**src/rtl/soc_miner_rd_dma_if.sv**
```systemverilog
// rtl/soc_miner_rd_dma_if.sv - AXI read channels (AR/R) and output data stream bundle for soc_miner_rd_dma
//
// master modport: the DMA engine (drives AR, rready, output stream)
// slave modport : memory + downstream sink (drives arready, R beats, Out_ready)
interface soc_miner_rd_dma_if #(
    parameter int MEMORY_DATA_WIDTH    = 64,
    parameter int MEMORY_ADDR_WIDTH    = 32,
    parameter int MEMORY_BUS_LEN_WIDTH = 4,
    parameter int MEMORY_ID_WIDTH      = 6
);
    logic                            m_memory_arvalid;
    logic                            m_memory_arready;
    logic [MEMORY_ADDR_WIDTH-1:0]    m_memory_araddr;
    logic [MEMORY_BUS_LEN_WIDTH-1:0] m_memory_arlen;
    logic [MEMORY_ID_WIDTH-1:0]      m_memory_arid;
    logic [2:0]                      m_memory_arsize;
    logic [1:0]                      m_memory_arburst;
    logic [1:0]                      m_memory_arlock;
    logic [3:0]                      m_memory_arcache;
    logic [2:0]                      m_memory_arprot;
    logic [3:0]                      m_memory_arqos;
    logic                            m_memory_rvalid;
    logic                            m_memory_rready;
    logic [MEMORY_DATA_WIDTH-1:0]    m_memory_rdata;
    logic                            m_memory_rlast;
    logic [1:0]                      m_memory_rresp;
    logic                            Out_valid;
    logic                            Out_ready;
    logic [63:0]                     Out_data;
    logic                            Out_last;

    modport master (
        output m_memory_arvalid, m_memory_araddr, m_memory_arlen, m_memory_arid,
               m_memory_arsize, m_memory_arburst, m_memory_arlock, m_memory_arcache,
               m_memory_arprot, m_memory_arqos, m_memory_rready,
               Out_valid, Out_data, Out_last,
        input  m_memory_arready, m_memory_rvalid, m_memory_rdata, m_memory_rlast,
               m_memory_rresp, Out_ready
    );

    modport slave (
        input  m_memory_arvalid, m_memory_araddr, m_memory_arlen, m_memory_arid,
               m_memory_arsize, m_memory_arburst, m_memory_arlock, m_memory_arcache,
               m_memory_arprot, m_memory_arqos, m_memory_rready,
               Out_valid, Out_data, Out_last,
        output m_memory_arready, m_memory_rvalid, m_memory_rdata, m_memory_rlast,
               m_memory_rresp, Out_ready
    );
endinterface

```
**src/rtl/soc_miner_rd_dma.sv**
```systemverilog
// rtl/soc_miner_rd_dma.sv - AXI read DMA: fetches Length bytes as INCR bursts into a 64-bit stream
//
// Ports:
//   Clk, Rst_n      clock, asynchronous active-low reset
//   Go              start pulse, ignored while Busy
//   Source_address  word pointer, byte address = {Source_address, 2'b00}, bit 0 ignored
//   Length          transfer length in bytes, low three bits discarded
//   Busy / Done     busy from accepted Go, one-cycle Done pulse as Busy falls
//   Error           sticky: bad rresp or rlast mismatch, cleared by next accepted Go
//   bus             AR/R channels and output stream (master side)
module soc_miner_rd_dma #(
    parameter int MEMORY_DATA_WIDTH    = 64,
    parameter int MEMORY_ADDR_WIDTH    = 32,
    parameter int MEMORY_BUS_LEN_WIDTH = 4,
    parameter int MEMORY_ID_WIDTH      = 6,
    parameter int RD_ID                = 0
) (
    input  logic        Clk,
    input  logic        Rst_n,
    input  logic        Go,
    input  logic [29:0] Source_address,
    input  logic [31:0] Length,
    output logic        Busy,
    output logic        Done,
    output logic        Error,
    soc_miner_rd_dma_if.master bus
);
    typedef enum logic [1:0] {S_IDLE, S_AR, S_R, S_DONE} state_t;

    state_t      state, state_n;
    logic [31:0] addr, addr_n;
    logic [28:0] remaining, remaining_n;
    logic [4:0]  beat_cnt, beat_cnt_n;
    logic        error_q, error_n;
    logic        done_q, done_n;

    logic [9:0]  page_room;
    logic [4:0]  ar_beats;
    logic        r_xfer;
    logic        last_of_burst;
    logic        unused_inputs;

    assign unused_inputs = ^{Source_address[0], Length[2:0]};

    // Burst size: 16 beats max, never past the end of the transfer, and never
    // across a 4 KB page (page_room is 1..512 beats left in the current page).
    always_comb begin
        page_room = 10'd512 - {1'b0, addr[11:3]};
        ar_beats  = 5'd16;
        if (remaining < 29'd16) begin
            ar_beats = remaining[4:0];
        end
        if (page_room < {5'b0, ar_beats}) begin
            ar_beats = page_room[4:0];
        end
    end

    always_ff @(posedge Clk or negedge Rst_n) begin
        if (!Rst_n) begin
            state     <= S_IDLE;
            addr      <= '0;
            remaining <= '0;
            beat_cnt  <= '0;
            error_q   <= 1'b0;
            done_q    <= 1'b0;
        end else begin
            state     <= state_n;
            addr      <= addr_n;
            remaining <= remaining_n;
            beat_cnt  <= beat_cnt_n;
            error_q   <= error_n;
            done_q    <= done_n;
        end
    end

    always_comb begin
        state_n       = state;
        addr_n        = addr;
        remaining_n   = remaining;
        beat_cnt_n    = beat_cnt;
        error_n       = error_q;
        done_n        = 1'b0;
        bus.m_memory_arvalid = 1'b0;
        bus.m_memory_araddr  = addr;
        bus.m_memory_arlen   = '0;
        bus.m_memory_rready  = 1'b0;
        bus.Out_valid        = 1'b0;
        bus.Out_data         = '0;
        bus.Out_last         = 1'b0;
        r_xfer        = bus.m_memory_rvalid & bus.Out_ready;
        last_of_burst = (beat_cnt == 5'd1);

        case (state)
            S_IDLE: begin
                if (Go) begin
                    addr_n      = {Source_address[29:1], 3'b000};
                    remaining_n = Length[31:3];
                    beat_cnt_n  = '0;
                    error_n     = 1'b0;
                    state_n     = (Length[31:3] == 29'd0) ? S_DONE : S_AR;
                end
            end
            S_AR: begin
                bus.m_memory_arvalid = 1'b1;
                bus.m_memory_arlen   = MEMORY_BUS_LEN_WIDTH'(ar_beats - 5'd1);
                if (bus.m_memory_arready) begin
                    addr_n      = addr + {24'b0, ar_beats, 3'b000};
                    remaining_n = remaining - {24'b0, ar_beats};
                    beat_cnt_n  = ar_beats;
                    state_n     = S_R;
                end
            end
            S_R: begin
                // Straight pass-through: the sink's ready is the memory's ready.
                bus.m_memory_rready = bus.Out_ready;
                bus.Out_valid       = bus.m_memory_rvalid;
                bus.Out_data        = bus.m_memory_rdata;
                bus.Out_last        = bus.m_memory_rvalid & last_of_burst & (remaining == 29'd0);
                if (r_xfer) begin
                    if (bus.m_memory_rresp != 2'b00) begin
                        error_n = 1'b1;
                    end
                    if (bus.m_memory_rlast != last_of_burst) begin
                        error_n = 1'b1;
                    end
                    beat_cnt_n = beat_cnt - 5'd1;
                    // Our own beat count ends the burst; rlast is only cross-checked.
                    if (last_of_burst) begin
                        state_n = (remaining != 29'd0) ? S_AR : S_DONE;
                    end
                end
            end
            S_DONE: begin
                done_n  = 1'b1;
                state_n = S_IDLE;
            end
            default: state_n = S_IDLE;
        endcase
    end

    assign Busy  = (state != S_IDLE);
    assign Done  = done_q;
    assign Error = error_q;

    assign bus.m_memory_arid    = MEMORY_ID_WIDTH'(RD_ID);
    assign bus.m_memory_arsize  = 3'b011;
    assign bus.m_memory_arburst = 2'b01;
    assign bus.m_memory_arlock  = 2'b00;
    assign bus.m_memory_arcache = 4'b0011;
    assign bus.m_memory_arprot  = 3'b000;
    assign bus.m_memory_arqos   = 4'b0000;
endmodule

```
**src/flat_wrapper.sv**
```systemverilog
// flat-port wrapper written by rule: the top's interface ports become plain ports
module soc_miner_rd_dma_flat 
#(
    parameter int MEMORY_DATA_WIDTH    = 64,
    parameter int MEMORY_ADDR_WIDTH    = 32,
    parameter int MEMORY_BUS_LEN_WIDTH = 4,
    parameter int MEMORY_ID_WIDTH      = 6,
    parameter int RD_ID                = 0
)
  (Clk, Rst_n, Go, Source_address, Length, Busy, Done, Error, bus_m_memory_arvalid, bus_m_memory_araddr, bus_m_memory_arlen, bus_m_memory_arid, bus_m_memory_arsize, bus_m_memory_arburst, bus_m_memory_arlock, bus_m_memory_arcache, bus_m_memory_arprot, bus_m_memory_arqos, bus_m_memory_rready, bus_Out_valid, bus_Out_data, bus_Out_last, bus_m_memory_arready, bus_m_memory_rvalid, bus_m_memory_rdata, bus_m_memory_rlast, bus_m_memory_rresp, bus_Out_ready);
  soc_miner_rd_dma_if #(.MEMORY_DATA_WIDTH(MEMORY_DATA_WIDTH), .MEMORY_ADDR_WIDTH(MEMORY_ADDR_WIDTH), .MEMORY_BUS_LEN_WIDTH(MEMORY_BUS_LEN_WIDTH), .MEMORY_ID_WIDTH(MEMORY_ID_WIDTH)) bus_i ();
  input  logic Clk;
  input  logic Rst_n;
  input  logic Go;
  input  logic [29:0] Source_address;
  input  logic [31:0] Length;
  output logic Busy;
  output logic Done;
  output logic Error;
  output wire logic [$bits(bus_i.m_memory_arvalid)-1:0] bus_m_memory_arvalid;
  output wire logic [$bits(bus_i.m_memory_araddr)-1:0] bus_m_memory_araddr;
  output wire logic [$bits(bus_i.m_memory_arlen)-1:0] bus_m_memory_arlen;
  output wire logic [$bits(bus_i.m_memory_arid)-1:0] bus_m_memory_arid;
  output wire logic [$bits(bus_i.m_memory_arsize)-1:0] bus_m_memory_arsize;
  output wire logic [$bits(bus_i.m_memory_arburst)-1:0] bus_m_memory_arburst;
  output wire logic [$bits(bus_i.m_memory_arlock)-1:0] bus_m_memory_arlock;
  output wire logic [$bits(bus_i.m_memory_arcache)-1:0] bus_m_memory_arcache;
  output wire logic [$bits(bus_i.m_memory_arprot)-1:0] bus_m_memory_arprot;
  output wire logic [$bits(bus_i.m_memory_arqos)-1:0] bus_m_memory_arqos;
  output wire logic [$bits(bus_i.m_memory_rready)-1:0] bus_m_memory_rready;
  output wire logic [$bits(bus_i.Out_valid)-1:0] bus_Out_valid;
  output wire logic [$bits(bus_i.Out_data)-1:0] bus_Out_data;
  output wire logic [$bits(bus_i.Out_last)-1:0] bus_Out_last;
  input wire logic [$bits(bus_i.m_memory_arready)-1:0] bus_m_memory_arready;
  input wire logic [$bits(bus_i.m_memory_rvalid)-1:0] bus_m_memory_rvalid;
  input wire logic [$bits(bus_i.m_memory_rdata)-1:0] bus_m_memory_rdata;
  input wire logic [$bits(bus_i.m_memory_rlast)-1:0] bus_m_memory_rlast;
  input wire logic [$bits(bus_i.m_memory_rresp)-1:0] bus_m_memory_rresp;
  input wire logic [$bits(bus_i.Out_ready)-1:0] bus_Out_ready;
  assign bus_m_memory_arvalid = bus_i.m_memory_arvalid;
  assign bus_m_memory_araddr = bus_i.m_memory_araddr;
  assign bus_m_memory_arlen = bus_i.m_memory_arlen;
  assign bus_m_memory_arid = bus_i.m_memory_arid;
  assign bus_m_memory_arsize = bus_i.m_memory_arsize;
  assign bus_m_memory_arburst = bus_i.m_memory_arburst;
  assign bus_m_memory_arlock = bus_i.m_memory_arlock;
  assign bus_m_memory_arcache = bus_i.m_memory_arcache;
  assign bus_m_memory_arprot = bus_i.m_memory_arprot;
  assign bus_m_memory_arqos = bus_i.m_memory_arqos;
  assign bus_m_memory_rready = bus_i.m_memory_rready;
  assign bus_Out_valid = bus_i.Out_valid;
  assign bus_Out_data = bus_i.Out_data;
  assign bus_Out_last = bus_i.Out_last;
  assign bus_i.m_memory_arready = bus_m_memory_arready;
  assign bus_i.m_memory_rvalid = bus_m_memory_rvalid;
  assign bus_i.m_memory_rdata = bus_m_memory_rdata;
  assign bus_i.m_memory_rlast = bus_m_memory_rlast;
  assign bus_i.m_memory_rresp = bus_m_memory_rresp;
  assign bus_i.Out_ready = bus_Out_ready;
  soc_miner_rd_dma #(.MEMORY_DATA_WIDTH(MEMORY_DATA_WIDTH), .MEMORY_ADDR_WIDTH(MEMORY_ADDR_WIDTH), .MEMORY_BUS_LEN_WIDTH(MEMORY_BUS_LEN_WIDTH), .MEMORY_ID_WIDTH(MEMORY_ID_WIDTH), .RD_ID(RD_ID)) u_core (.Clk(Clk), .Rst_n(Rst_n), .Go(Go), .Source_address(Source_address), .Length(Length), .Busy(Busy), .Done(Done), .Error(Error), .bus(bus_i));
endmodule
```
**config.mk**
```make
export PLATFORM = sky130hd
export DESIGN_NAME = soc_miner_rd_dma_flat
export DESIGN_NICKNAME = d
export VERILOG_FILES = /design/src/rtl/soc_miner_rd_dma_if.sv /design/src/rtl/soc_miner_rd_dma.sv /design/src/flat_wrapper.sv
export SDC_FILE = /design/constraint.sdc
export NUM_CORES = 1
export LEC_CHECK = 0
export CAP_MARGIN = 25
export CORE_ASPECT_RATIO = 1.1
export CORE_MARGIN = 3
export CORE_UTILIZATION = 45
export DETAILED_ROUTE_END_ITERATION = 6
export PLACE_DENSITY = 0.89
export SYNTH_ARGS = -nofsm -noshare
export SYNTH_HDL_FRONTEND = slang
export SYNTH_SLANG_ARGS = --single-unit
```
**constraint.sdc**
```tcl
create_clock -name Clk -period 13.5 [get_ports Clk]
set_clock_uncertainty 0.2 [all_clocks]
set_input_delay 2.7 -clock Clk [delete_from_list [all_inputs] [get_ports Clk]]
set_output_delay 2.7 -clock Clk [all_outputs]
set_load 0.1 [all_outputs]
```
[After elaboration in Yosys (flattened, before gate mapping)]
Index checks and enable logic that the tools add are counted.
W data, S select, Z words.
Operators by class
  $add $sub $neg: 5
  $lt $le $gt $ge: 2
  equality and inequality tests: 10
  multiplexer cells: 31
  bitwise logic cells: 3
  reduce and logical (&&, ||, !) cells: 13
Operators with widths (number)
  $mux W32: 2
  $mux W64: 1
  $pmux W32 S2: 1
  $logic_not A29 Y1: 2
  $mux W29: 2
  $pmux W29 S2: 1
  $add A32 B8 Y32: 1
  $lt A29 B5 Y1 const B: 1
  $reduce_bool A29 Y1: 1
  $sub A29 B5 Y29: 1
  $mux W5: 5
  $pmux W5 S3: 1
  $mux W2: 6
  $reduce_and A4 Y1: 3
  $lt A10 B5 Y1: 1
  $sub A10 B9 Y10 const A: 1
  $mux W1: 9
  $pmux W2 S4: 1
  $reduce_bool A2 Y1: 4
  $eq A5 B1 Y1 const B: 1
  $sub A5 B1 Y5 const B: 1
  $eq A2 B2 Y1 const B: 2
  $mux W4: 1
  $ne A2 B1 Y1 const B: 2
  10 further kinds: 13
Storage, ports and cells
  register bits after elaboration: 70
  input port bits: 135
  output and inout bits: 131
  logic and storage cells: 70

[Depth between registers and ports, before layout]
  depth in word-level cells: 7
  depth in mapped cells: 27
  gate-level depth less buffers: 26

[Least setup slack after synthesis]
No wires, ideal clock.
  path kind: input to output
  start: in bus_m_memory_rvalid
  end: out bus_Out_last
  arrival: 5.765 ns
  data required time: 10.600 ns
  setup slack: 4.835 ns
  stages: 2
  buffers on the path: 0
  cell sequence: and2_1 > nor3b_1
On the way
  longest elaborated chain between the ends: 3
RTL lines
  start, declared: line flat_wrapper.sv:35  | input wire logic [$bits(bus_i.m_memory_rvalid)-1:0] bus_m_memory_rvalid;
  $and A1 B1 Y1 (2 in a row): line soc_miner_rd_dma.sv:118  | bus.Out_last = bus.m_memory_rvalid & last_of_burst & (remaining == 29'd0);
  $mux W1: line soc_miner_rd_dma.sv:93  | case (state)
  end, declared: line flat_wrapper.sv:33  | output wire logic [$bits(bus_i.Out_last)-1:0] bus_Out_last;
Every way passes these cells.

[Worst setup path in the final report]
  start: reg u_core.remaining[21]
  end: out bus_m_memory_arlen[3]
On the way
  longest elaborated chain between the ends: 6
RTL lines
  start, declared: line soc_miner_rd_dma.sv:32  | logic [28:0] remaining, remaining_n;
  start signal, assigned: line soc_miner_rd_dma.sv:69  | remaining <= remaining_n;
  $lt A29 B5 Y1 *: line soc_miner_rd_dma.sv:50  | if (remaining < 29'd16) begin
  $mux W5 *: line soc_miner_rd_dma.sv:50
  $lt A10 B5 Y1: line soc_miner_rd_dma.sv:53  | if (page_room < {5'b0, ar_beats}) begin
  $mux W5 *: line soc_miner_rd_dma.sv:53
  $sub A4 B1 Y4 *: line soc_miner_rd_dma.sv:105  | bus.m_memory_arlen = MEMORY_BUS_LEN_WIDTH'(ar_beats - 5'd1);
  $mux W4 *: line soc_miner_rd_dma.sv:93
  end, declared: line flat_wrapper.sv:22  | output wire logic [$bits(bus_i.m_memory_arlen)-1:0] bus_m_memory_arlen;
Every way passes the cells marked *; elsewhere a longest branch is shown, timed or not.

==> impl_metrics.env <==
export IMPL_cts_repair_resized=0
export IMPL_hold_path_class="reg2reg"
export IMPL_route_vias_total=5990
export IMPL_yosysSeqAreaShare_pct=30.07
export IMPL_gp_congestion=0.8407
export IMPL_start_kind="register"
export IMPL_cts_tree="yes"
export IMPL_ys_types=78
export IMPL_layout_min_cycle_time_ps=8726
export IMPL_finalSetupTns_ps=0
export IMPL_drc_errors=0
export IMPL_place_ws_ps=5181
export IMPL_area_delta_synth_final_pct=48.58
export IMPL_grt_max_degree=80
export IMPL_vias_per_cell=5.614
export IMPL_mostFrequentLayoutCells="clkdlybuf4s50_1, and2_1, dfrtp_1"
export IMPL_rsz0062_at_grt="false"
export IMPL_grt_pass1_wl_microns=29160
export IMPL_io_pins=266
export IMPL_synth_area_sq_um=5577
export IMPL_die_w_microns=112.1
export IMPL_cp_max_fo=9
export IMPL_critical_path_buf_inv_count=2
export IMPL_coreArea_sq_um=12090
export IMPL_drtIter0Drc=451
export IMPL_vdd_drop_max_mv=0.2634
export IMPL_grt_overflow=0
export IMPL_antenna_found_initial=0
export IMPL_cp_slowest_stage_delay_ps=1150
export IMPL_clock_path_buffers=2
export IMPL_crit_required_ps=10600
export IMPL_crit_path_frequent_cell="nand2_1"
export IMPL_io_buffers=234
export IMPL_dp_hpwl_microns=14310
export IMPL_yosysWarnings=0
export IMPL_final_nets=1065
export IMPL_setup_viol=0
export IMPL_outcome="complete, no violations"
export IMPL_wire_per_inst_microns=18.09
export IMPL_power_density_nw_per_um2=298.4
export IMPL_setup_slack_ps=4774
export IMPL_grt_use_total_pct=26.21
export IMPL_timing_fmax_mhz=114.6
export IMPL_layout_worst_path_cycle_share_pct=64.64
export IMPL_totalWireLength_microns=19300
export IMPL_drive_gt1_share_pct=5.148
export IMPL_hold_viol=0
export IMPL_clk_latency_ps=330
export IMPL_ant_nets=0
export IMPL_clock_sinks=67
export IMPL_start_util_pct=46.14
export IMPL_utilization_pct=68.55
export IMPL_finalPower_mw=2.473
export IMPL_die_y_microns=122.8
export IMPL_syn_inst=695
export IMPL_layout_commonest_cell="clkdlybuf4s50_1"
export IMPL_worstPathCellList="or4_4 -> nor4_4 -> nand4_2 -> nor2_1 -> nand2_1 -> ha_1 -> o2111a_1 -> o31ai_1 -> o211a_2 -> and2_0 -> nand2_1 -> nand2_1 -> inv_1 -> nand2_1 -> or3_1 -> a21boi_1 -> clkdlybuf4s50_1"
export IMPL_crit_path_end_kind="primary output"
export IMPL_ys_ff_latch=67
export IMPL_worstSetupPathType="reg2out"
export IMPL_async_flop_share_pct=100.0
export IMPL_diodes=0
export IMPL_htree_num_levels=3
export IMPL_synth_edff_count=0
export IMPL_maxCapViolations=0
export IMPL_postCtsHoldBufs=0
export IMPL_clk_pin_slew_ps=60
export IMPL_arrival_ps=5830
export IMPL_cp_slowest_cell="clkdlybuf4s50_1"
export IMPL_synth_ff_type="dfrtp_1"
export IMPL_drt_first_pass_iters=5
export IMPL_numCtsBuffers=9
export IMPL_relSlewSlack_pct=23.49
export IMPL_post_cts_buffers=0
export IMPL_rows=42
export IMPL_final_max_slew_viol_count=0
export IMPL_tightest_slew_ps=1144
export IMPL_die_area_sq_um=13770
export IMPL_first_global_vias=5681
export IMPL_postSynthAreaPerCell_sq_um=8.024
export IMPL_leakagePower_nw=3.362
export IMPL_cts_root_buf="clkbuf_16"
export IMPL_critPathTopFamily="simple AND/OR/NAND/NOR gates"
[area by class of cell]
class                      instances  area (sq um)
fill                             943          3801
multi-input combinational        563          3566
timing repair buffer             243          2465
sequential                        67          1677
clock buffer                      11         242.7
tap                              154         192.7
inverter                          24         90.09
clock inverter                     5         52.55
[registers in the layout, summed over array words and instances, names as in the netlist]
| signal | flops |
|---|---|
| u_core.Done | 1 |
| u_core.Error | 1 |
| u_core.beat_cnt | 5 |
| u_core.bus.m_memory_araddr | 29 |
| u_core.remaining | 29 |
| u_core.state | 2 |
[worst paths after layout]
check                                     start                        endpoint  slack [ps]  cells after the start
min reg2reg                        u_core.Error                    u_core.Error         320                      1
min                                u_core.Error                    u_core.Error         320                      1
max reg2reg                u_core.remaining[21]  u_core.bus.m_memory_araddr[31]        6620                     26
max                        u_core.remaining[21]           bus_m_memory_arlen[3]        4770                     17
max in group asynchronous                 Rst_n              u_core.beat_cnt[4]       10130                      2
min in group asynchronous                 Rst_n            u_core.remaining[21]        2370                      2
[cells in the mapped netlist, types with 11 or more instances]
cell | number | share of area (%)
inv_1 | 24 | 1.6
nand2_1 | 65 | 4.4
buf_4 | 29 | 3.9
dfrtp_1 | 67 | 30
and2_1 | 72 | 8.1
clkbuf_1 | 31 | 2.1
o21ai_0 | 32 | 2.9
a21oi_1 | 52 | 4.7
nand3_1 | 15 | 1.3
mux2i_1 | 17 | 3.1
nor2_1 | 44 | 3.0
o22ai_1 | 27 | 3.0
or3_1 | 11 | 1.2
ha_1 | 21 | 4.7
[cell families after synthesis]
group | Yosys count | synth area share (%)
multiplexers | 21 | 3.859
XOR/XNOR | 13 | 2.042
AND/OR/NAND/NOR | 278 | 27.26
other | 2 | 0.1347
flip-flops | 67 | 30.07
adder cells (fa/ha/maj) | 22 | 5.071
AO/OA/AOI/OAI | 202 | 23.54
buffers and inverters | 90 | 8.032
[where the power goes]
| group | leakage, nW | switching, mW | total (mW) | internal (mW) |
|---|---|---|---|---|
| Clock | 0.145 | 0.0925 | 0.240 | 0.147 |
| Combinational | 2.43 | 1.26 | 1.80 | 0.537 |
| Sequential | 0.785 | 0.129 | 0.436 | 0.307 |
[routing by layer]
metal | wire, microns | global-route usage [%]
met5 | 0 | 0
met4 | 248 | 6.762
met3 | 1520 | 6.164
met2 | 9021 | 40.65
met1 | 8510 | 37.00
[stage by stage]
step / cells / hold slack [ps] / area (sq um)
after global routing: 1067 / 338.3 / 8285
after detailed placement: 1050 / 302.0 / 7983
after CTS: 1066 / 318.6 / 8278
after floorplan: 720 / 271.5 / 5670
final: 1067 / 324.0 / 8285
after global placement: 1047 / 287.4 / 7900
No activity file was read; power rests on OpenSTA's default activity.
